## src/rtl/vga_timing_pkg.sv

```systemverilog
// Shared 640x480@60 raster constants, coordinate width and small helpers used
// by the display timing generator and its consumers.
package vga_timing_pkg;

  localparam int VGA_H_ACTIVE = 640;
  localparam int VGA_H_FP     = 16;
  localparam int VGA_H_SYNC   = 96;
  localparam int VGA_H_BP     = 48;
  localparam int VGA_V_ACTIVE = 480;
  localparam int VGA_V_FP     = 10;
  localparam int VGA_V_SYNC   = 2;
  localparam int VGA_V_BP     = 33;

  localparam int VGA_H_TOTAL  = VGA_H_ACTIVE + VGA_H_FP + VGA_H_SYNC + VGA_H_BP;
  localparam int VGA_V_TOTAL  = VGA_V_ACTIVE + VGA_V_FP + VGA_V_SYNC + VGA_V_BP;

  localparam int COORD_W     = 10;
  localparam int COORD_LIMIT = 1 << COORD_W;

  localparam logic SYNC_POL_LOW  = 1'b0;
  localparam logic SYNC_POL_HIGH = 1'b1;

  typedef logic [COORD_W-1:0] coord_t;

  // Inclusive window test on a raster coordinate.
  function automatic logic in_span(coord_t pos, coord_t lo, coord_t hi);
    return (pos >= lo) && (pos <= hi);
  endfunction

endpackage

```

## src/rtl/display_timing_gen_if.sv

```systemverilog
// Raster timing bundle handed from the timing generator (master) to the
// colorizer and map/icon lookups (slave).
interface display_timing_gen_if;
  import vga_timing_pkg::*;

  logic   pix_tick;
  coord_t pixel_column;
  coord_t pixel_row;
  logic   video_on;
  logic   hsync;
  logic   vsync;
  logic   hsync_d;
  logic   vsync_d;
  logic   frame_start;

  modport master (
    output pix_tick, pixel_column, pixel_row, video_on,
           hsync, vsync, hsync_d, vsync_d, frame_start
  );

  modport slave (
    input  pix_tick, pixel_column, pixel_row, video_on,
           hsync, vsync, hsync_d, vsync_d, frame_start
  );

endinterface

```

## src/rtl/display_timing_gen_sync_delay_line.sv

```systemverilog
// Two-bit shift register advancing once per pixel tick; re-times hsync/vsync to
// match the colorizer's registered pixel path. DEPTH of zero is a wire.
module sync_delay_line #(
  parameter int         DEPTH   = 1,
  parameter logic [1:0] RST_VAL = 2'b11
) (
  input  logic       clk,
  input  logic       reset_n,
  input  logic       en,
  input  logic [1:0] din,
  output logic [1:0] dout
);

  if (DEPTH == 0) begin : g_bypass
    assign dout = din;
  end else begin : g_shift
    logic [1:0] stage_p [DEPTH];

    // stage boundary: each entry is one pixel tick older than the previous
    always_ff @(posedge clk or negedge reset_n) begin
      if (!reset_n) begin
        for (int i = 0; i < DEPTH; i++) stage_p[i] <= RST_VAL;
      end else if (en) begin
        stage_p[0] <= din;
        for (int i = 1; i < DEPTH; i++) stage_p[i] <= stage_p[i-1];
      end
    end

    assign dout = stage_p[DEPTH-1];
  end

endmodule

```

## src/rtl/display_timing_gen.sv

```systemverilog
// Pixel-rate raster generator: divides clk to a one-cycle pixel tick and walks
// the H/V counters, publishing registered position, blanking and sync.
module display_timing_gen
  import vga_timing_pkg::*;
#(
  parameter int   H_ACTIVE   = VGA_H_ACTIVE,
  parameter int   H_FP       = VGA_H_FP,
  parameter int   H_SYNC     = VGA_H_SYNC,
  parameter int   H_BP       = VGA_H_BP,
  parameter int   V_ACTIVE   = VGA_V_ACTIVE,
  parameter int   V_FP       = VGA_V_FP,
  parameter int   V_SYNC     = VGA_V_SYNC,
  parameter int   V_BP       = VGA_V_BP,
  parameter logic SYNC_POL   = SYNC_POL_LOW,
  parameter int   CLK_DIV    = 4,
  parameter int   SYNC_DELAY = 1
) (
  input  logic                 clk,
  input  logic                 reset_n,
  display_timing_gen_if.master timing
);

  localparam int H_TOTAL = H_ACTIVE + H_FP + H_SYNC + H_BP;
  localparam int V_TOTAL = V_ACTIVE + V_FP + V_SYNC + V_BP;
  localparam int DIV_W   = (CLK_DIV > 2) ? $clog2(CLK_DIV) : 1;

  localparam logic [DIV_W-1:0] DIV_LAST = DIV_W'(CLK_DIV - 1);
  localparam logic [DIV_W-1:0] DIV_PRE  = DIV_W'(CLK_DIV - 2);

  localparam coord_t H_LAST  = COORD_W'(H_TOTAL - 1);
  localparam coord_t V_LAST  = COORD_W'(V_TOTAL - 1);
  localparam coord_t H_ACT   = COORD_W'(H_ACTIVE);
  localparam coord_t V_ACT   = COORD_W'(V_ACTIVE);
  localparam coord_t HS_LO   = COORD_W'(H_ACTIVE + H_FP);
  localparam coord_t HS_HI   = COORD_W'(H_ACTIVE + H_FP + H_SYNC - 1);
  localparam coord_t VS_LO   = COORD_W'(V_ACTIVE + V_FP);
  localparam coord_t VS_HI   = COORD_W'(V_ACTIVE + V_FP + V_SYNC - 1);
  localparam logic   SYNC_IDLE = ~SYNC_POL;

  if (H_TOTAL > COORD_LIMIT || V_TOTAL > COORD_LIMIT) begin : g_bad_total
    $error("display_timing_gen: raster totals exceed the coordinate range");
  end
  if (CLK_DIV < 2) begin : g_bad_div
    $error("display_timing_gen: CLK_DIV must be at least 2");
  end
  if (SYNC_DELAY < 0 || SYNC_DELAY > 7) begin : g_bad_delay
    $error("display_timing_gen: SYNC_DELAY must be within 0..7");
  end

  function automatic logic sync_level(coord_t pos, coord_t lo, coord_t hi);
    return in_span(pos, lo, hi) ? SYNC_POL : SYNC_IDLE;
  endfunction

  logic [DIV_W-1:0] div_cnt;
  coord_t           h;
  coord_t           v;
  coord_t           h_next;
  coord_t           v_next;
  logic             h_wrap;
  logic [1:0]       sync_d;

  // stage p0: divider; pix_tick is asserted one cycle ahead of the pixel edge
  always_ff @(posedge clk or negedge reset_n) begin
    if (!reset_n) begin
      div_cnt         <= '0;
      timing.pix_tick <= 1'b0;
    end else begin
      div_cnt         <= (div_cnt == DIV_LAST) ? '0 : div_cnt + DIV_W'(1);
      timing.pix_tick <= (div_cnt == DIV_PRE);
    end
  end

  always_comb begin
    h_wrap = (h == H_LAST);
    h_next = h_wrap ? '0 : h + COORD_W'(1);
    v_next = v;
    if (h_wrap) v_next = (v == V_LAST) ? '0 : v + COORD_W'(1);
  end

  // stage p1: position and every decode of it land on the same pixel edge.
  // Counters start at the last position so the first edge lands on (0,0).
  always_ff @(posedge clk or negedge reset_n) begin
    if (!reset_n) begin
      h                   <= H_LAST;
      v                   <= V_LAST;
      timing.pixel_column <= '0;
      timing.pixel_row    <= '0;
      timing.video_on     <= 1'b0;
      timing.hsync        <= SYNC_IDLE;
      timing.vsync        <= SYNC_IDLE;
      timing.frame_start  <= 1'b0;
    end else begin
      timing.frame_start <= 1'b0;
      if (timing.pix_tick) begin
        h                   <= h_next;
        v                   <= v_next;
        timing.pixel_column <= h_next;
        timing.pixel_row    <= v_next;
        timing.video_on     <= (h_next < H_ACT) && (v_next < V_ACT);
        timing.hsync        <= sync_level(h_next, HS_LO, HS_HI);
        timing.vsync        <= sync_level(v_next, VS_LO, VS_HI);
        timing.frame_start  <= (h_next == '0) && (v_next == '0);
      end
    end
  end

  // stage p2..: sync re-timing toward the colorizer output register
  sync_delay_line #(
    .DEPTH   (SYNC_DELAY),
    .RST_VAL ({SYNC_IDLE, SYNC_IDLE})
  ) u_sync_delay (
    .clk     (clk),
    .reset_n (reset_n),
    .en      (timing.pix_tick),
    .din     ({timing.hsync, timing.vsync}),
    .dout    (sync_d)
  );

  assign timing.hsync_d = sync_d[1];
  assign timing.vsync_d = sync_d[0];

endmodule
```

## src/flat_wrapper.sv

```systemverilog
// flat-port wrapper written by rule: the top's interface ports become plain ports
module display_timing_gen_flat import vga_timing_pkg::*;
#(
  parameter int   H_ACTIVE   = VGA_H_ACTIVE,
  parameter int   H_FP       = VGA_H_FP,
  parameter int   H_SYNC     = VGA_H_SYNC,
  parameter int   H_BP       = VGA_H_BP,
  parameter int   V_ACTIVE   = VGA_V_ACTIVE,
  parameter int   V_FP       = VGA_V_FP,
  parameter int   V_SYNC     = VGA_V_SYNC,
  parameter int   V_BP       = VGA_V_BP,
  parameter logic SYNC_POL   = SYNC_POL_LOW,
  parameter int   CLK_DIV    = 4,
  parameter int   SYNC_DELAY = 1
)
  (clk, reset_n, timing_pix_tick, timing_pixel_column, timing_pixel_row, timing_video_on, timing_hsync, timing_vsync, timing_hsync_d, timing_vsync_d, timing_frame_start);
  display_timing_gen_if timing_i ();
  input  logic clk;
  input  logic reset_n;
  output wire logic [$bits(timing_i.pix_tick)-1:0] timing_pix_tick;
  output wire logic [$bits(timing_i.pixel_column)-1:0] timing_pixel_column;
  output wire logic [$bits(timing_i.pixel_row)-1:0] timing_pixel_row;
  output wire logic [$bits(timing_i.video_on)-1:0] timing_video_on;
  output wire logic [$bits(timing_i.hsync)-1:0] timing_hsync;
  output wire logic [$bits(timing_i.vsync)-1:0] timing_vsync;
  output wire logic [$bits(timing_i.hsync_d)-1:0] timing_hsync_d;
  output wire logic [$bits(timing_i.vsync_d)-1:0] timing_vsync_d;
  output wire logic [$bits(timing_i.frame_start)-1:0] timing_frame_start;
  assign timing_pix_tick = timing_i.pix_tick;
  assign timing_pixel_column = timing_i.pixel_column;
  assign timing_pixel_row = timing_i.pixel_row;
  assign timing_video_on = timing_i.video_on;
  assign timing_hsync = timing_i.hsync;
  assign timing_vsync = timing_i.vsync;
  assign timing_hsync_d = timing_i.hsync_d;
  assign timing_vsync_d = timing_i.vsync_d;
  assign timing_frame_start = timing_i.frame_start;
  display_timing_gen #(.H_ACTIVE(H_ACTIVE), .H_FP(H_FP), .H_SYNC(H_SYNC), .H_BP(H_BP), .V_ACTIVE(V_ACTIVE), .V_FP(V_FP), .V_SYNC(V_SYNC), .V_BP(V_BP), .SYNC_POL(SYNC_POL), .CLK_DIV(CLK_DIV), .SYNC_DELAY(SYNC_DELAY)) u_core (.clk(clk), .reset_n(reset_n), .timing(timing_i));
endmodule
```

## config.mk

```make
export PLATFORM = sky130hd
export DESIGN_NAME = display_timing_gen_flat
export DESIGN_NICKNAME = d
export VERILOG_FILES = /design/src/rtl/vga_timing_pkg.sv /design/src/rtl/display_timing_gen_if.sv /design/src/rtl/display_timing_gen_sync_delay_line.sv /design/src/rtl/display_timing_gen.sv /design/src/flat_wrapper.sv
export SDC_FILE = /design/constraint.sdc
export NUM_CORES = 1
export LEC_CHECK = 0
export CAP_MARGIN = 20
export CORE_ASPECT_RATIO = 1.25
export CORE_MARGIN = 2
export CORE_UTILIZATION = 56
export DETAILED_ROUTE_END_ITERATION = 16
export GPL_ROUTABILITY_DRIVEN = 0
export HOLD_SLACK_MARGIN = 0.03
export PLACE_DENSITY = 0.83
export SKIP_CTS_REPAIR_TIMING = 1
export SLEW_MARGIN = 30
export SYNTH_ARGS = -nofsm -noshare
export SYNTH_HDL_FRONTEND = slang
export SYNTH_SLANG_ARGS = --single-unit
```

## constraint.sdc

```tcl
create_clock -name clk -period 3.23 [get_ports clk]
set_clock_uncertainty 0.05 [all_clocks]
set_input_delay 0.646 -clock clk [delete_from_list [all_inputs] [get_ports clk]]
set_output_delay 0.646 -clock clk [all_outputs]
set_load 0.1 [all_outputs]
```

==> results of run 1 <==
layer usage:
metal  GRT usage  up-vias
met3      0.0430       19
met2       0.394       71
met5           0        -
met4       0.115        0
li1            -      971
met1       0.293      957
logic make-up after synthesis:
family | after synthesis
simple gates | 105
compound gates | 54
buf+inv | 40
flops | 39
xor+xnor | 17
mux | 8
fa+ha+maj | 7
worst max path at each step:
stage,from,end
after floorplan,u_core.h[1]$_DFFE_PN1P_,u_core.timing.video_on$_DFFE_PN0P_
after global placement,u_core.h[1]$_DFFE_PN1P_,u_core.timing.frame_start$_DFF_PN0_
after detailed placement,u_core.h[1]$_DFFE_PN1P_,u_core.timing.frame_start$_DFF_PN0_
after CTS,u_core.h[1]$_DFFE_PN1P_,u_core.timing.frame_start$_DFF_PN0_
after global routing,u_core.h[0]$_DFFE_PN1P_,u_core.timing.frame_start$_DFF_PN0_
final,u_core.h[1]$_DFFE_PN1P_,u_core.timing.frame_start$_DFF_PN0_
flip-flops by register name (all words and copies together) (netlist names):
| signal | count |
|---|---|
| u_core.timing.vsync | 1 |
| u_core.v | 10 |
| u_core.div_cnt | 2 |
| u_core.timing.hsync | 1 |
| u_core.u_sync_delay.dout | 2 |
| u_core.timing.pixel_column | 7 |
| u_core.timing.pixel_row | 3 |
| u_core.h | 10 |
| u_core.timing.video_on | 1 |
| u_core.timing.frame_start | 1 |
| u_core.timing.pix_tick | 1 |
metrics by stage:
| stage | power (mW) | utilization |
|---|---|---|
| floorplan | 0.498 | - |
| global placement | 0.508 | 0.605 |
| detailed placement | 0.508 | 0.605 |
| CTS | 0.856 | 0.627 |
| global route | 0.876 | 0.627 |
| finish | 0.849 | 0.627 |
area by class of cell:
class / instances / area share
Clock buffer: 5 / 0.0254
Clock inverter: 3 / 0.00923
Inverter: 12 / 0.0166
Multi-Input combinational cell: 191 / 0.467
Sequential cell: 39 / 0.366
Tap cell: 58 / 0.0268
Timing Repair Buffer: 32 / 0.0886
power by group:
part | switching, mW | leakage [nW] | internal, mW | total (mW)
Sequential | 0 | 0.475 | 0.489 | 0.489
Clock | 0.196 | 0.0443 | 0.154 | 0.350
Combinational | 0.00899 | 0.617 | 0.000814 | 0.00980
Total | 0.205 | 1.14 | 0.644 | 0.849
critical path: stages (launching register included):
cell and delay, ps:
sky130_fd_sc_hd__dfstp_2 620, sky130_fd_sc_hd__ha_1 220, sky130_fd_sc_hd__nand4_1 280, sky130_fd_sc_hd__nor3_1 470
sky130_fd_sc_hd__o21ai_0 200, sky130_fd_sc_hd__a2111oi_0 430, sky130_fd_sc_hd__o2111ai_1 170, sky130_fd_sc_hd__nor3_1 230
cell usage in the layout, fill, tap and decap left out, types with 2 or more instances in the layout:
cell,n
sky130_fd_sc_hd__buf_4,32
sky130_fd_sc_hd__dfrtp_1,25
sky130_fd_sc_hd__nand2_1,24
sky130_fd_sc_hd__nor2_1,20
sky130_fd_sc_hd__o21ai_0,14
sky130_fd_sc_hd__dfstp_2,14
sky130_fd_sc_hd__nand3_1,13
sky130_fd_sc_hd__a21oi_1,13
sky130_fd_sc_hd__inv_1,12
sky130_fd_sc_hd__xnor2_1,10
sky130_fd_sc_hd__nand4_1,8
sky130_fd_sc_hd__nor3_1,7
sky130_fd_sc_hd__xor2_1,7
sky130_fd_sc_hd__ha_1,7
sky130_fd_sc_hd__and3_1,6
sky130_fd_sc_hd__mux2_2,6
sky130_fd_sc_hd__a31oi_1,5
sky130_fd_sc_hd__clkbuf_8,5
sky130_fd_sc_hd__nand2b_1,4
sky130_fd_sc_hd__or3_1,4
sky130_fd_sc_hd__o41ai_1,4
sky130_fd_sc_hd__nor3b_1,2
sky130_fd_sc_hd__a22oi_1,2
sky130_fd_sc_hd__nor4_1,2
sky130_fd_sc_hd__nor4bb_1,2
sky130_fd_sc_hd__a2111oi_0,2
sky130_fd_sc_hd__a21boi_0,2
sky130_fd_sc_hd__o2bb2ai_1,2
sky130_fd_sc_hd__and2_1,2
sky130_fd_sc_hd__mux2i_1,2
sky130_fd_sc_hd__o31ai_1,2
sky130_fd_sc_hd__clkinv_4,2
==> flow_summary.html, run 1 <==
<table>
<tr><th>Metric</th><th>Value</th></tr>
<tr><th colspan="2">Worst setup path</th></tr>
<tr><td>Critical Path Sink Type</td><td>register</td></tr>
<tr><td>Critical Path Fanout Max</td><td>9</td></tr>
<tr><td>Critical path arrival</td><td>approximately 2900 ps</td></tr>
<tr><td>Required @ worst endpoint</td><td>3400 ps</td></tr>
<tr><td>Critical R2R Launch</td><td>u_core.h[1]$_DFFE_PN1P_</td></tr>
<tr><td>Startpoint class of the critical path</td><td>register</td></tr>
<tr><td>Crit Path Category</td><td>reg -&gt; reg</td></tr>
<tr><td>Flop-to-flop setup slack</td><td>470 ps</td></tr>
<tr><td>Crit Reg-Reg Endpoint</td><td>u_core.timing.frame_start$_DFF_PN0_</td></tr>
<tr><td>Worst-case reg-to-reg path depth</td><td>7</td></tr>
<tr><th colspan="2">Die</th></tr>
<tr><td>Die span in x</td><td>63.4 µm</td></tr>
<tr><td>Die Span Y</td><td>78.2 µm</td></tr>
<tr><td>Number of rows created at floorplan</td><td>27</td></tr>
<tr><td>Floorplan core area</td><td>4320 µm²</td></tr>
<tr><td>I/O pin cnt</td><td>29</td></tr>
<tr><td>Starting Density</td><td>0.570</td></tr>
<tr><td>Die Outline Area</td><td>4950 µm²</td></tr>
<tr><th colspan="2">Final layout</th></tr>
<tr><td>Layout Cells excl Fill</td><td>between 300 and 400</td></tr>
<tr><td>Share of final-layout standard cells stronger than drive strength 1</td><td>0.238</td></tr>
<tr><td>Filler cell count</td><td>382</td></tr>
<tr><td>Fin area</td><td>about 2700 µm²</td></tr>
<tr><td>Area occupied by registers</td><td>993 µm²</td></tr>
<tr><td>Syn-to-layout area delta</td><td>9.99%</td></tr>
<tr><td>Number of diodes</td><td>0</td></tr>
<tr><td>Area of combinational cells with multiple inputs</td><td>1270 µm²</td></tr>
<tr><td>Total number of nets in the final design</td><td>just under 300</td></tr>
<tr><th colspan="2">Clock network</th></tr>
<tr><td>Root buf cell</td><td>sky130_fd_sc_hd__clkbuf_8</td></tr>
<tr><td>Clock net sink count</td><td>39</td></tr>
<tr><td>Maximum root-to-sink buffer count</td><td>2</td></tr>
<tr><td>Worst-skew pair later-pin latency</td><td>310 ps</td></tr>
<tr><td>Clock tree from TritonCTS</td><td>done</td></tr>
<tr><td>Number of H-tree levels</td><td>2</td></tr>
<tr><td>Clock-pin transition on the worst setup and hold timing paths</td><td>90 ps</td></tr>
<tr><td>Total CTS buffers</td><td>5</td></tr>
<tr><th colspan="2">Routing</th></tr>
<tr><td>Detailed-route wire length</td><td>5.43 mm</td></tr>
<tr><td>Post-route DRC violation count</td><td>0</td></tr>
<tr><td>Via density per instance</td><td>5.94</td></tr>
<tr><td>Detailed route wirelength on metal3</td><td>approximately 220 µm</td></tr>
<tr><td>WL per Instance</td><td>roughly 16 µm</td></tr>
<tr><td>Met2 WL</td><td>about 2.8 mm</td></tr>
<tr><td>Max Used Layer</td><td>met4</td></tr>
<tr><td>Remaining number of nets flagged by the antenna check after routing</td><td>0</td></tr>
<tr><td>Initial DRT Pass Iterations</td><td>5</td></tr>
<tr><td>Detailed router's first-iteration violation count</td><td>139</td></tr>
<tr><td>Via count</td><td>2018</td></tr>
<tr><td>Wire length the detailed router placed on met1</td><td>2.23 mm</td></tr>
<tr><th colspan="2">STA</th></tr>
<tr><td>RSZ-0062 raised after global routing</td><td>false</td></tr>
<tr><td>Least setup slack across all paths after layout</td><td>470 ps</td></tr>
<tr><td>Setup violation total in the final timing report</td><td>0</td></tr>
<tr><td>Highest Clock Rate</td><td>approximately 360 MHz</td></tr>
<tr><td>Transition time at the pin with the least slew margin</td><td>490 ps</td></tr>
<tr><td>Number of pins exceeding their max-slew limit in the final report</td><td>0</td></tr>
<tr><td>Final number of hold-violating endpoints</td><td>0</td></tr>
<tr><td>Post-route setup TNS</td><td>0 ps</td></tr>
<tr><td>Part of the cycle the worst path needs</td><td>0.854</td></tr>
<tr><td>Relative max-transition margin</td><td>0.673</td></tr>
<tr><td>Fin Hold WS</td><td>239 ps</td></tr>
<tr><td>Post-route minimum period</td><td>2760 ps</td></tr>
<tr><th colspan="2">Synthesis</th></tr>
<tr><td>Share of the yosys chip area belonging to registers</td><td>0.403</td></tr>
<tr><td>Synthesized instance count</td><td>270</td></tr>
<tr><td>Number of synthesized register bits</td><td>39</td></tr>
<tr><td>Top-count cell post-synth</td><td>sky130_fd_sc_hd__dfrtp_1</td></tr>
<tr><td>Synthesized netlist net count</td><td>279</td></tr>
<tr><td>Area fraction of the dominant cell type after synthesis</td><td>0.254</td></tr>
<tr><td>Synth Flop Type</td><td>sky130_fd_sc_hd__dfrtp_1</td></tr>
<tr><td>Cell area after synthesis</td><td>roughly 2500 µm²</td></tr>
<tr><td>Area contributors post-synth</td><td>sky130_fd_sc_hd__dfrtp_1 (25%), sky130_fd_sc_hd__dfstp_2 (15%), sky130_fd_sc_hd__nand2_1 (3.7%)</td></tr>
<tr><td>Cell taking the most area after synthesis</td><td>sky130_fd_sc_hd__dfrtp_1</td></tr>
<tr><td>Mux cell area share after synthesis</td><td>0.0355</td></tr>
<tr><td>Fraction of the mapped netlist area in compound gates</td><td>0.149</td></tr>
<tr><td>Adder-cell share of the synthesized area</td><td>0.0355</td></tr>
<tr><td>Xor/xnor share of the synthesized area</td><td>0.0604</td></tr>
<tr><td>Mean cell area of the mapped netlist</td><td>around 9.1 µm²</td></tr>
<tr><td>Commonest cells in the netlist</td><td>sky130_fd_sc_hd__dfrtp_1 (25), sky130_fd_sc_hd__nand2_1 (24), sky130_fd_sc_hd__nor2_1 (20)</td></tr>
<tr><td>EDFF count, synth</td><td>0</td></tr>
<tr><td>Ys Warns</td><td>0</td></tr>
<tr><td>Main combinational cell family by area after synthesis</td><td>simple AND/OR/NAND/NOR gates</td></tr>
<tr><td>Simple-gate share of the synthesized area</td><td>0.234</td></tr>
<tr><td>Yosys cell types</td><td>53</td></tr>
<tr><td>Synth async-reset ratio</td><td>1.00</td></tr>
<tr><th colspan="2">Power and ir drop</th></tr>
<tr><td>Leakage dissipation</td><td>about 1.1 nW</td></tr>
<tr><td>PwrDens</td><td>313 nW/µm²</td></tr>
<tr><td>Worst vdd ir</td><td>0.333 mV</td></tr>
<tr><th colspan="2">GRT</th></tr>
<tr><td>Global-route wire length before repair</td><td>between 9 and 10 mm</td></tr>
<tr><td>Number of antenna violations at the first check in global routing</td><td>0</td></tr>
<tr><td>Vias in the first global route</td><td>1928</td></tr>
<tr><td>Overall track demand over capacity in global routing</td><td>0.236</td></tr>
<tr><td>Total grt overflow</td><td>0</td></tr>
<tr><td>Largest net degree at the start of global routing</td><td>40</td></tr>
<tr><th colspan="2">Placed design</th></tr>
<tr><td>Count of buffers from port buffering</td><td>28</td></tr>
<tr><td>Worst slack at placement</td><td>510 ps</td></tr>
<tr><td>Placed insts</td><td>332</td></tr>
<tr><td>Dpl hpwl</td><td>3.88 mm</td></tr>
<tr><td>Area after detailed placement</td><td>~2600 µm²</td></tr>
<tr><th colspan="2">Outcome</th></tr>
<tr><td>Status</td><td>complete, no violations</td></tr>
<tr><th colspan="2">Worst hold path</th></tr>
<tr><td>Class of the tightest hold or removal check</td><td>in -&gt; async</td></tr>
<tr><th colspan="2">Job</th></tr>
<tr><td>Maximum capacitance violations</td><td>0</td></tr>
</table>
Note: power is estimated with default switching activity, not from simulation.
==> run 2: changes to the inputs <==
--- a/config.mk
+++ b/config.mk
@@ -10,10 +10,8 @@
 export CORE_MARGIN = 2
 export CORE_UTILIZATION = 56
 export DETAILED_ROUTE_END_ITERATION = 16
-export GPL_ROUTABILITY_DRIVEN = 0
 export HOLD_SLACK_MARGIN = 0.03
 export PLACE_DENSITY = 0.83
-export SKIP_CTS_REPAIR_TIMING = 1
 export SLEW_MARGIN = 30
 export SYNTH_ARGS = -nofsm -noshare
 export SYNTH_HDL_FRONTEND = slang
==> run 2 against run 1 <==
  * Cell count rose by 0.29%
  * Critical path type unchanged
  * Routed wire length rose by 1.8%
  * Fmax fell by 5.7%
  * First-iteration DRC count rose by 5.0%
  * Total power rose by 16%
  * Clock power rose by 39%
==> flow_summary.html, run 2 (synthesized netlist as in run 1, its figures left out) <==
<table>
<tr><th>Metric</th><th>Value</th></tr>
<tr><th colspan="2">Outcome</th></tr>
<tr><td>Status</td><td>complete, no violations</td></tr>
<tr><th colspan="2">Die</th></tr>
<tr><td>I/O pin cnt</td><td>29 (unchanged)</td></tr>
<tr><td>Die span in x</td><td>63.4 µm (unchanged)</td></tr>
<tr><td>Number of rows created at floorplan</td><td>27 (unchanged)</td></tr>
<tr><td>Floorplan core area</td><td>4320 µm² (unchanged)</td></tr>
<tr><td>Die Span Y</td><td>78.2 µm (unchanged)</td></tr>
<tr><td>Starting Density</td><td>0.570 (unchanged)</td></tr>
<tr><td>Die Outline Area</td><td>4950 µm² (unchanged)</td></tr>
<tr><th colspan="2">Clock network</th></tr>
<tr><td>Clock tree from TritonCTS</td><td>done</td></tr>
<tr><td>Number of H-tree levels</td><td>2 (unchanged)</td></tr>
<tr><td>Clock net sink count</td><td>39 (unchanged)</td></tr>
<tr><td>Maximum root-to-sink buffer count</td><td>2 (unchanged)</td></tr>
<tr><td>Clock-pin transition on the worst setup and hold timing paths</td><td>90 ps (about the same)</td></tr>
<tr><td>Root buf cell</td><td>sky130_fd_sc_hd__clkbuf_8</td></tr>
<tr><td>CTS Hold Bufs</td><td>0</td></tr>
<tr><td>Total CTS buffers</td><td>5 (unchanged)</td></tr>
<tr><td>Post-CTS Setup Bufs</td><td>0</td></tr>
<tr><td>Post-cts gate resize count</td><td>0</td></tr>
<tr><td>Worst-skew pair later-pin latency</td><td>310 ps (about the same)</td></tr>
<tr><th colspan="2">Worst setup path</th></tr>
<tr><td>Critical path arrival</td><td>3110 ps (+180 ps)</td></tr>
<tr><td>Critical Path Sink Type</td><td>register</td></tr>
<tr><td>Startpoint class of the critical path</td><td>register</td></tr>
<tr><td>Critical Path Fanout Max</td><td>9 (unchanged)</td></tr>
<tr><td>Crit Path Category</td><td>reg -&gt; reg</td></tr>
<tr><td>Flop-to-flop setup slack</td><td>300 ps (-170 ps)</td></tr>
<tr><td>Required @ worst endpoint</td><td>3410 ps (about the same)</td></tr>
<tr><th colspan="2">STA</th></tr>
<tr><td>Number of pins exceeding their max-slew limit in the final report</td><td>0 (unchanged)</td></tr>
<tr><td>Transition time at the pin with the least slew margin</td><td>479 ps (-10.8 ps)</td></tr>
<tr><td>Post-route setup TNS</td><td>0 ps (unchanged)</td></tr>
<tr><td>Highest Clock Rate</td><td>342 MHz (-5.7%)</td></tr>
<tr><td>Relative max-transition margin</td><td>0.680 (+0.00720)</td></tr>
<tr><td>Setup violation total in the final timing report</td><td>0 (unchanged)</td></tr>
<tr><td>RSZ-0062 raised after global routing</td><td>false</td></tr>
<tr><td>Least setup slack across all paths after layout</td><td>303 ps (-167 ps)</td></tr>
<tr><td>Part of the cycle the worst path needs</td><td>0.906 (+0.0516)</td></tr>
<tr><td>Final number of hold-violating endpoints</td><td>0 (unchanged)</td></tr>
<tr><td>Post-route minimum period</td><td>2930 ps (+167 ps)</td></tr>
<tr><th colspan="2">Routing</th></tr>
<tr><td>Remaining number of nets flagged by the antenna check after routing</td><td>0 (unchanged)</td></tr>
<tr><td>Initial DRT Pass Iterations</td><td>4 (-1)</td></tr>
<tr><td>Via count</td><td>2014 (-0.20%)</td></tr>
<tr><td>Detailed router's first-iteration violation count</td><td>146 (+5.0%)</td></tr>
<tr><td>WL per Instance</td><td>16.2 µm (+1.5%)</td></tr>
<tr><td>Via density per instance</td><td>5.91 (-0.49%)</td></tr>
<tr><td>Detailed-route wire length</td><td>5.53 mm (+1.8%)</td></tr>
<tr><td>Post-route DRC violation count</td><td>0 (unchanged)</td></tr>
<tr><th colspan="2">Final layout</th></tr>
<tr><td>Syn-to-layout area delta</td><td>11.9%</td></tr>
<tr><td>Leading cell types in the layout, fill and taps excluded</td><td>sky130_fd_sc_hd__buf_4 (33), sky130_fd_sc_hd__dfrtp_1 (25), sky130_fd_sc_hd__nand2_1 (24)</td></tr>
<tr><td>Share of final-layout standard cells stronger than drive strength 1</td><td>0.237 (-0.000840)</td></tr>
<tr><td>Largest registers</td><td>u_core.h x10, u_core.v x10, u_core.timing.pixel_column x7</td></tr>
<tr><td>Number of diodes</td><td>0 (unchanged)</td></tr>
<tr><td>Layout Cells excl Fill</td><td>341 (+0.29%)</td></tr>
<tr><td>Leading cell type in the layout, fill and taps excluded</td><td>sky130_fd_sc_hd__buf_4</td></tr>
<tr><td>Fin area</td><td>2760 µm² (+1.7%)</td></tr>
<tr><td>Filler cell count</td><td>397 (+3.9%)</td></tr>
<tr><td>Total number of nets in the final design</td><td>291 (+0.34%)</td></tr>
<tr><td>Finished Core Util</td><td>0.638 (+0.0107)</td></tr>
<tr><th colspan="2">Placed design</th></tr>
<tr><td>Dpl hpwl</td><td>3.85 mm (-0.58%)</td></tr>
<tr><td>Worst slack at placement</td><td>300 ps (-210 ps)</td></tr>
<tr><td>Count of buffers from port buffering</td><td>28 (unchanged)</td></tr>
<tr><td>Area after detailed placement</td><td>2620 µm² (+0.29%)</td></tr>
<tr><td>Routability Congestion</td><td>0.896</td></tr>
<tr><td>Placed insts</td><td>333 (+0.30%)</td></tr>
<tr><th colspan="2">Job</th></tr>
<tr><td>Maximum capacitance violations</td><td>0 (unchanged)</td></tr>
<tr><th colspan="2">GRT</th></tr>
<tr><td>Total grt overflow</td><td>0 (unchanged)</td></tr>
<tr><td>Vias in the first global route</td><td>1952 (+1.2%)</td></tr>
<tr><td>Number of antenna violations at the first check in global routing</td><td>0 (unchanged)</td></tr>
<tr><td>Global-route wire length before repair</td><td>9.20 mm (+0.15%)</td></tr>
<tr><td>Overall track demand over capacity in global routing</td><td>0.236 (+0.000306)</td></tr>
<tr><td>Largest net degree at the start of global routing</td><td>40 (unchanged)</td></tr>
<tr><th colspan="2">Power and ir drop</th></tr>
<tr><td>PwrDens</td><td>358 nW/µm² (+14%)</td></tr>
<tr><td>Leakage dissipation</td><td>1.16 nW (+2.3%)</td></tr>
<tr><td>Worst vdd ir</td><td>0.238 mV (-29%)</td></tr>
<tr><th colspan="2">Worst hold path</th></tr>
<tr><td>Class of the tightest hold or removal check</td><td>in -&gt; async</td></tr>
</table>
-- run 2: changes by cell type in the layout (fill, tap and decap cells not counted), sizes merged --
cell and delta:
buf +1, clkinvlp -1, clkbuf +1, clkinv -2, bufinv +2
-- run 2: power breakdown --
group          internal [mW]  total (mW)  switching, mW
clock                  0.309       0.488          0.180
sequential             0.489       0.489              0
combinational       0.000816     0.00964        0.00882
total                  0.799       0.987          0.188
-- run 2: final timing paths --
path	end	depth (start not counted)	from
setup / recovery	u_core.timing.frame_start$_DFF_PN0_	7	u_core.h[1]$_DFFE_PN1P_
hold / removal	u_core.h[6]$_DFFE_PN0P_	1	reset_n
setup reg to reg	u_core.timing.frame_start$_DFF_PN0_	7	u_core.h[1]$_DFFE_PN1P_
hold reg to reg	u_core.div_cnt[0]$_DFF_PN0_	1	u_core.div_cnt[0]$_DFF_PN0_
max in group asynchronous	u_core.v[9]$_DFFE_PN1P_	1	reset_n
min in group clk	u_core.div_cnt[0]$_DFF_PN0_	1	u_core.div_cnt[0]$_DFF_PN0_
-- run 2: per-layer routing --
| layer | vias to the layer above | share of wire | track usage | wire length, µm |
|---|---|---|---|---|
| met4 | 0 | 0.033 | 0.137 | 184 |
| met3 | 19 | 0.046 | 0.0516 | 253 |
| met1 | 953 | 0.41 | 0.278 | 2270 |
| met5 | - | 0 | 0 | 0 |
| li1 | 971 | - | - | - |
| met2 | 71 | 0.51 | 0.395 | 2820 |
-- run 2: final cells by class --
type / instances / area [µm²] / area share
inverter: 12 / 45.0 / 0.0163
timing repair buffer: 33 / 248 / 0.0898
clock buffer: 6 / 72.6 / 0.0263
multi-input combinational: 191 / 1270 / 0.459
clock inverter: 2 / 60.1 / 0.0218
sequential: 39 / 993 / 0.360
tap: 58 / 72.6 / 0.0263
-- run 2: through the flow --
step | power [mW] | hold WS (ps)
global placement | 0.508 | 385
detailed placement | 0.508 | 397
CTS | 0.994 | 408
floorplan | 0.498 | 300
finish | 0.987 | 240
global route | 1.01 | 289
-- run 2: worst max-delay path: stages, from the launching register on --
cell and delay, ps:
sky130_fd_sc_hd__dfstp_2 620, sky130_fd_sc_hd__ha_1 330, sky130_fd_sc_hd__nand4_1 320, sky130_fd_sc_hd__nor3_1 450, sky130_fd_sc_hd__o21ai_0 230, sky130_fd_sc_hd__a2111oi_0 480, sky130_fd_sc_hd__o2111ai_1 170, sky130_fd_sc_hd__nor3_1 200
==> run 3: changes to the inputs <==
--- a/config.mk
+++ b/config.mk
@@ -8,10 +8,11 @@
 export CAP_MARGIN = 20
 export CORE_ASPECT_RATIO = 1.25
 export CORE_MARGIN = 2
-export CORE_UTILIZATION = 56
+export CORE_UTILIZATION = 63
 export DETAILED_ROUTE_END_ITERATION = 16
+export DONT_BUFFER_PORTS = 1
 export HOLD_SLACK_MARGIN = 0.03
-export PLACE_DENSITY = 0.83
+export PLACE_DENSITY = 0.82
 export SLEW_MARGIN = 30
 export SYNTH_ARGS = -nofsm -noshare
 export SYNTH_HDL_FRONTEND = slang
==> run 3 against run 2 <==
  * Clock-buffer cell count unchanged
  * Register-to-register slack better by 50 ps
  * Fmax up 1.8%
  * Sequential share of layout area up 1.5 points
  * Core utilization up 6.3 points
  * Die area down 10%
  * Critical path depth up 1
  * Routed wire length up 0.34%
  * Total power down 0.38%
  * Cell area down 3.8%
  * Via count up 1.3%
  * Global-route usage up 3.9 points
  * Largest power group unchanged
==> flow_summary.html, run 3 (synthesized netlist as in run 1, its figures left out) <==
<table>
<tr><th>Metric</th><th>Value</th></tr>
<tr><th colspan="2">Final layout</th></tr>
<tr><td>Area occupied by registers</td><td>995 µm² (+0.13%)</td></tr>
<tr><td>Filler cell count</td><td>292 (-26%)</td></tr>
<tr><td>Share of final-layout standard cells stronger than drive strength 1</td><td>0.198 (-0.0390)</td></tr>
<tr><td>Leading cell types in the layout, fill and taps excluded</td><td>sky130_fd_sc_hd__nand2_1 (24), sky130_fd_sc_hd__dfrtp_1 (24), sky130_fd_sc_hd__nor2_1 (20)</td></tr>
<tr><td>Finished Core Util</td><td>0.701 (+0.0635)</td></tr>
<tr><td>Syn-to-layout area delta</td><td>7.66%</td></tr>
<tr><td>Total number of nets in the final design</td><td>276 (-5.2%)</td></tr>
<tr><td>Area of combinational cells with multiple inputs</td><td>1270 µm² (unchanged)</td></tr>
<tr><td>Fin area</td><td>2660 µm² (-3.8%)</td></tr>
<tr><td>Largest registers</td><td>u_core.h x10, u_core.v x10, u_core.timing.pixel_column x7</td></tr>
<tr><td>Number of diodes</td><td>0 (unchanged)</td></tr>
<tr><td>Layout Cells excl Fill</td><td>322 (-5.6%)</td></tr>
<tr><th colspan="2">STA</th></tr>
<tr><td>Setup violation total in the final timing report</td><td>0 (unchanged)</td></tr>
<tr><td>Post-route minimum period</td><td>2870 ps (-53.0 ps)</td></tr>
<tr><td>Part of the cycle the worst path needs</td><td>0.890 (-0.0164)</td></tr>
<tr><td>Relative max-transition margin</td><td>0.391 (-0.289)</td></tr>
<tr><td>RSZ-0062 raised after global routing</td><td>false</td></tr>
<tr><td>Highest Clock Rate</td><td>348 MHz (+1.8%)</td></tr>
<tr><td>Number of pins exceeding their max-slew limit in the final report</td><td>0 (unchanged)</td></tr>
<tr><td>Least setup slack across all paths after layout</td><td>356 ps (+53.0 ps)</td></tr>
<tr><td>Post-route setup TNS</td><td>0 ps (unchanged)</td></tr>
<tr><td>Fin Hold WS</td><td>99.9 ps (-140 ps)</td></tr>
<tr><td>Transition time at the pin with the least slew margin</td><td>913 ps (+434 ps)</td></tr>
<tr><td>Final number of hold-violating endpoints</td><td>0 (unchanged)</td></tr>
<tr><th colspan="2">Clock network</th></tr>
<tr><td>Number of H-tree levels</td><td>2 (unchanged)</td></tr>
<tr><td>Clock tree from TritonCTS</td><td>done</td></tr>
<tr><td>Clock net sink count</td><td>39 (unchanged)</td></tr>
<tr><td>Root buf cell</td><td>sky130_fd_sc_hd__clkbuf_8</td></tr>
<tr><td>Total CTS buffers</td><td>5 (unchanged)</td></tr>
<tr><td>Clock-pin transition on the worst setup and hold timing paths</td><td>80 ps (about the same)</td></tr>
<tr><td>Maximum root-to-sink buffer count</td><td>2 (unchanged)</td></tr>
<tr><td>Worst-skew pair later-pin latency</td><td>300 ps (about the same)</td></tr>
<tr><th colspan="2">GRT</th></tr>
<tr><td>Global-route wire length before repair</td><td>9.07 mm (-1.3%)</td></tr>
<tr><td>Overall track demand over capacity in global routing</td><td>0.275 (+0.0392)</td></tr>
<tr><td>Total grt overflow</td><td>0 (unchanged)</td></tr>
<tr><td>Number of antenna violations at the first check in global routing</td><td>0 (unchanged)</td></tr>
<tr><td>Vias in the first global route</td><td>1933 (-0.97%)</td></tr>
<tr><td>Largest net degree at the start of global routing</td><td>26 (-35%)</td></tr>
<tr><th colspan="2">Worst setup path</th></tr>
<tr><td>Critical Path Fanout Max</td><td>10 (+1)</td></tr>
<tr><td>Required @ worst endpoint</td><td>3360 ps (-50 ps)</td></tr>
<tr><td>Crit Path Category</td><td>reg -&gt; reg</td></tr>
<tr><td>Worst path buffer plus inverter count</td><td>1 (+1)</td></tr>
<tr><td>Critical Path Sink Type</td><td>register</td></tr>
<tr><td>Max stage delay cell, worst path</td><td>sky130_fd_sc_hd__dfstp_2</td></tr>
<tr><td>Startpoint class of the critical path</td><td>register</td></tr>
<tr><td>Critical path depth in cells</td><td>8 (+1)</td></tr>
<tr><td>CP Cell Sequence</td><td>ha_1 -&gt; nand4_1 -&gt; buf_4 -&gt; nor4_4 -&gt; xor2_1 -&gt; nand3_1 -&gt; a2111oi_4 -&gt; o41ai_1</td></tr>
<tr><td>Critical R2R Launch</td><td>u_core.h[1]$_DFFE_PN1P_</td></tr>
<tr><td>Crit path max-delay family</td><td>simple AND/OR/NAND/NOR gates</td></tr>
<tr><td>Worst stage delay on the critical path</td><td>620 ps (about the same)</td></tr>
<tr><td>Worst-case reg-to-reg path depth</td><td>8 (+1)</td></tr>
<tr><td>Worst setup startpoint</td><td>u_core.h[1]$_DFFE_PN1P_</td></tr>
<tr><td>Critical path arrival</td><td>3000 ps (-110 ps)</td></tr>
<tr><th colspan="2">Worst hold path</th></tr>
<tr><td>Class of the tightest hold or removal check</td><td>in -&gt; async</td></tr>
<tr><th colspan="2">Job</th></tr>
<tr><td>Maximum capacitance violations</td><td>0 (unchanged)</td></tr>
<tr><th colspan="2">Placed design</th></tr>
<tr><td>Worst slack at placement</td><td>385 ps (+85.4 ps)</td></tr>
<tr><td>Placed insts</td><td>310 (-6.9%)</td></tr>
<tr><td>Routability Congestion</td><td>0.927 (+3.5%)</td></tr>
<tr><td>Count of buffers from port buffering</td><td>0 (-100%)</td></tr>
<tr><td>Area after detailed placement</td><td>2480 µm² (-5.5%)</td></tr>
<tr><td>Dpl hpwl</td><td>3.71 mm (-3.6%)</td></tr>
<tr><th colspan="2">Routing</th></tr>
<tr><td>Detailed router's first-iteration violation count</td><td>140 (-4.1%)</td></tr>
<tr><td>Remaining number of nets flagged by the antenna check after routing</td><td>0 (unchanged)</td></tr>
<tr><td>Via density per instance</td><td>6.34 (+7.3%)</td></tr>
<tr><td>Detailed-route wire length</td><td>5.55 mm (+0.34%)</td></tr>
<tr><td>Initial DRT Pass Iterations</td><td>4 (unchanged)</td></tr>
<tr><td>Via count</td><td>2041 (+1.3%)</td></tr>
<tr><td>WL per Instance</td><td>17.2 µm (+6.3%)</td></tr>
<tr><td>Post-route DRC violation count</td><td>0 (unchanged)</td></tr>
<tr><th colspan="2">Die</th></tr>
<tr><td>Die Outline Area</td><td>4430 µm² (-10%)</td></tr>
<tr><td>I/O pin cnt</td><td>29 (unchanged)</td></tr>
<tr><td>Floorplan core area</td><td>3780 µm² (-12%)</td></tr>
<tr><td>Starting Density</td><td>0.652 (+0.0813)</td></tr>
<tr><td>Die span in x</td><td>60.0 µm (-5.4%)</td></tr>
<tr><td>Number of rows created at floorplan</td><td>25 (-7.4%)</td></tr>
<tr><td>Die Span Y</td><td>74.0 µm (-5.4%)</td></tr>
<tr><th colspan="2">Power and ir drop</th></tr>
<tr><td>Worst vdd ir</td><td>0.324 mV (+36%)</td></tr>
<tr><td>Final total power</td><td>0.983 mW (-0.38%)</td></tr>
<tr><td>PwrDens</td><td>370 nW/µm² (+3.5%)</td></tr>
<tr><td>Leakage dissipation</td><td>1.09 nW (-6.3%)</td></tr>
<tr><th colspan="2">Outcome</th></tr>
<tr><td>Status</td><td>complete, no violations</td></tr>
</table>
## run 3: layout make-up
type                            instances  share of cell area
Sequential cell                        39               0.375
Tap cell                               54              0.0254
Inverter                               12              0.0170
Clock inverter                          2              0.0226
Timing Repair Buffer                   18              0.0556
Clock buffer                            6              0.0273
Multi-Input combinational cell        191               0.477
## run 3: metal layers
| layer | routed length [µm] | global-route usage | up-vias |
|---|---|---|---|
| met5 | 0 | 0 | - |
| met4 | 184 | 0.131 | 0 |
| met3 | 394 | 0.0678 | 23 |
| met2 | 2900 | 0.467 | 103 |
| met1 | 2070 | 0.323 | 966 |
| li1 | - | - | 949 |
## run 3: worst reg2reg max path, cell delays in order, from the launching register on
cell and delay [ps]:
sky130_fd_sc_hd__dfstp_2 620, sky130_fd_sc_hd__ha_1 380, sky130_fd_sc_hd__nand4_1 290, sky130_fd_sc_hd__buf_4 230, sky130_fd_sc_hd__nor4_4 360, sky130_fd_sc_hd__xor2_1 180, sky130_fd_sc_hd__nand3_1 130, sky130_fd_sc_hd__a2111oi_4 400
sky130_fd_sc_hd__o41ai_1 110
## run 3: where the power goes
group | internal [mW] | switching, mW | leakage [nW] | total [mW]
Sequential | 0.489 | 0 | 0.474 | 0.489
Combinational | 0.00255 | 0.00606 | 0.551 | 0.00861
Clock | 0.309 | 0.177 | 0.0654 | 0.486
## run 3: final timing paths
kind	end	slack, ps
worst max-delay path	u_core.timing.video_on$_DFFE_PN0P_	360
worst min-delay path	u_core.v[1]$_DFFE_PN0P_	100
worst max register to register	u_core.timing.video_on$_DFFE_PN0P_	360
worst min register to register	u_core.div_cnt[0]$_DFF_PN0_	400
max in group asynchronous	u_core.timing.pix_tick$_DFF_PN0_	2860
min in group clk	u_core.div_cnt[0]$_DFF_PN0_	400
## run 3: timing repair
item,CTS,global route
endpoints found under the setup margin,0,1
hold buffers,1,0
buffers inserted,0,3
resized for setup,0,0
hold endpoints to repair,25,0
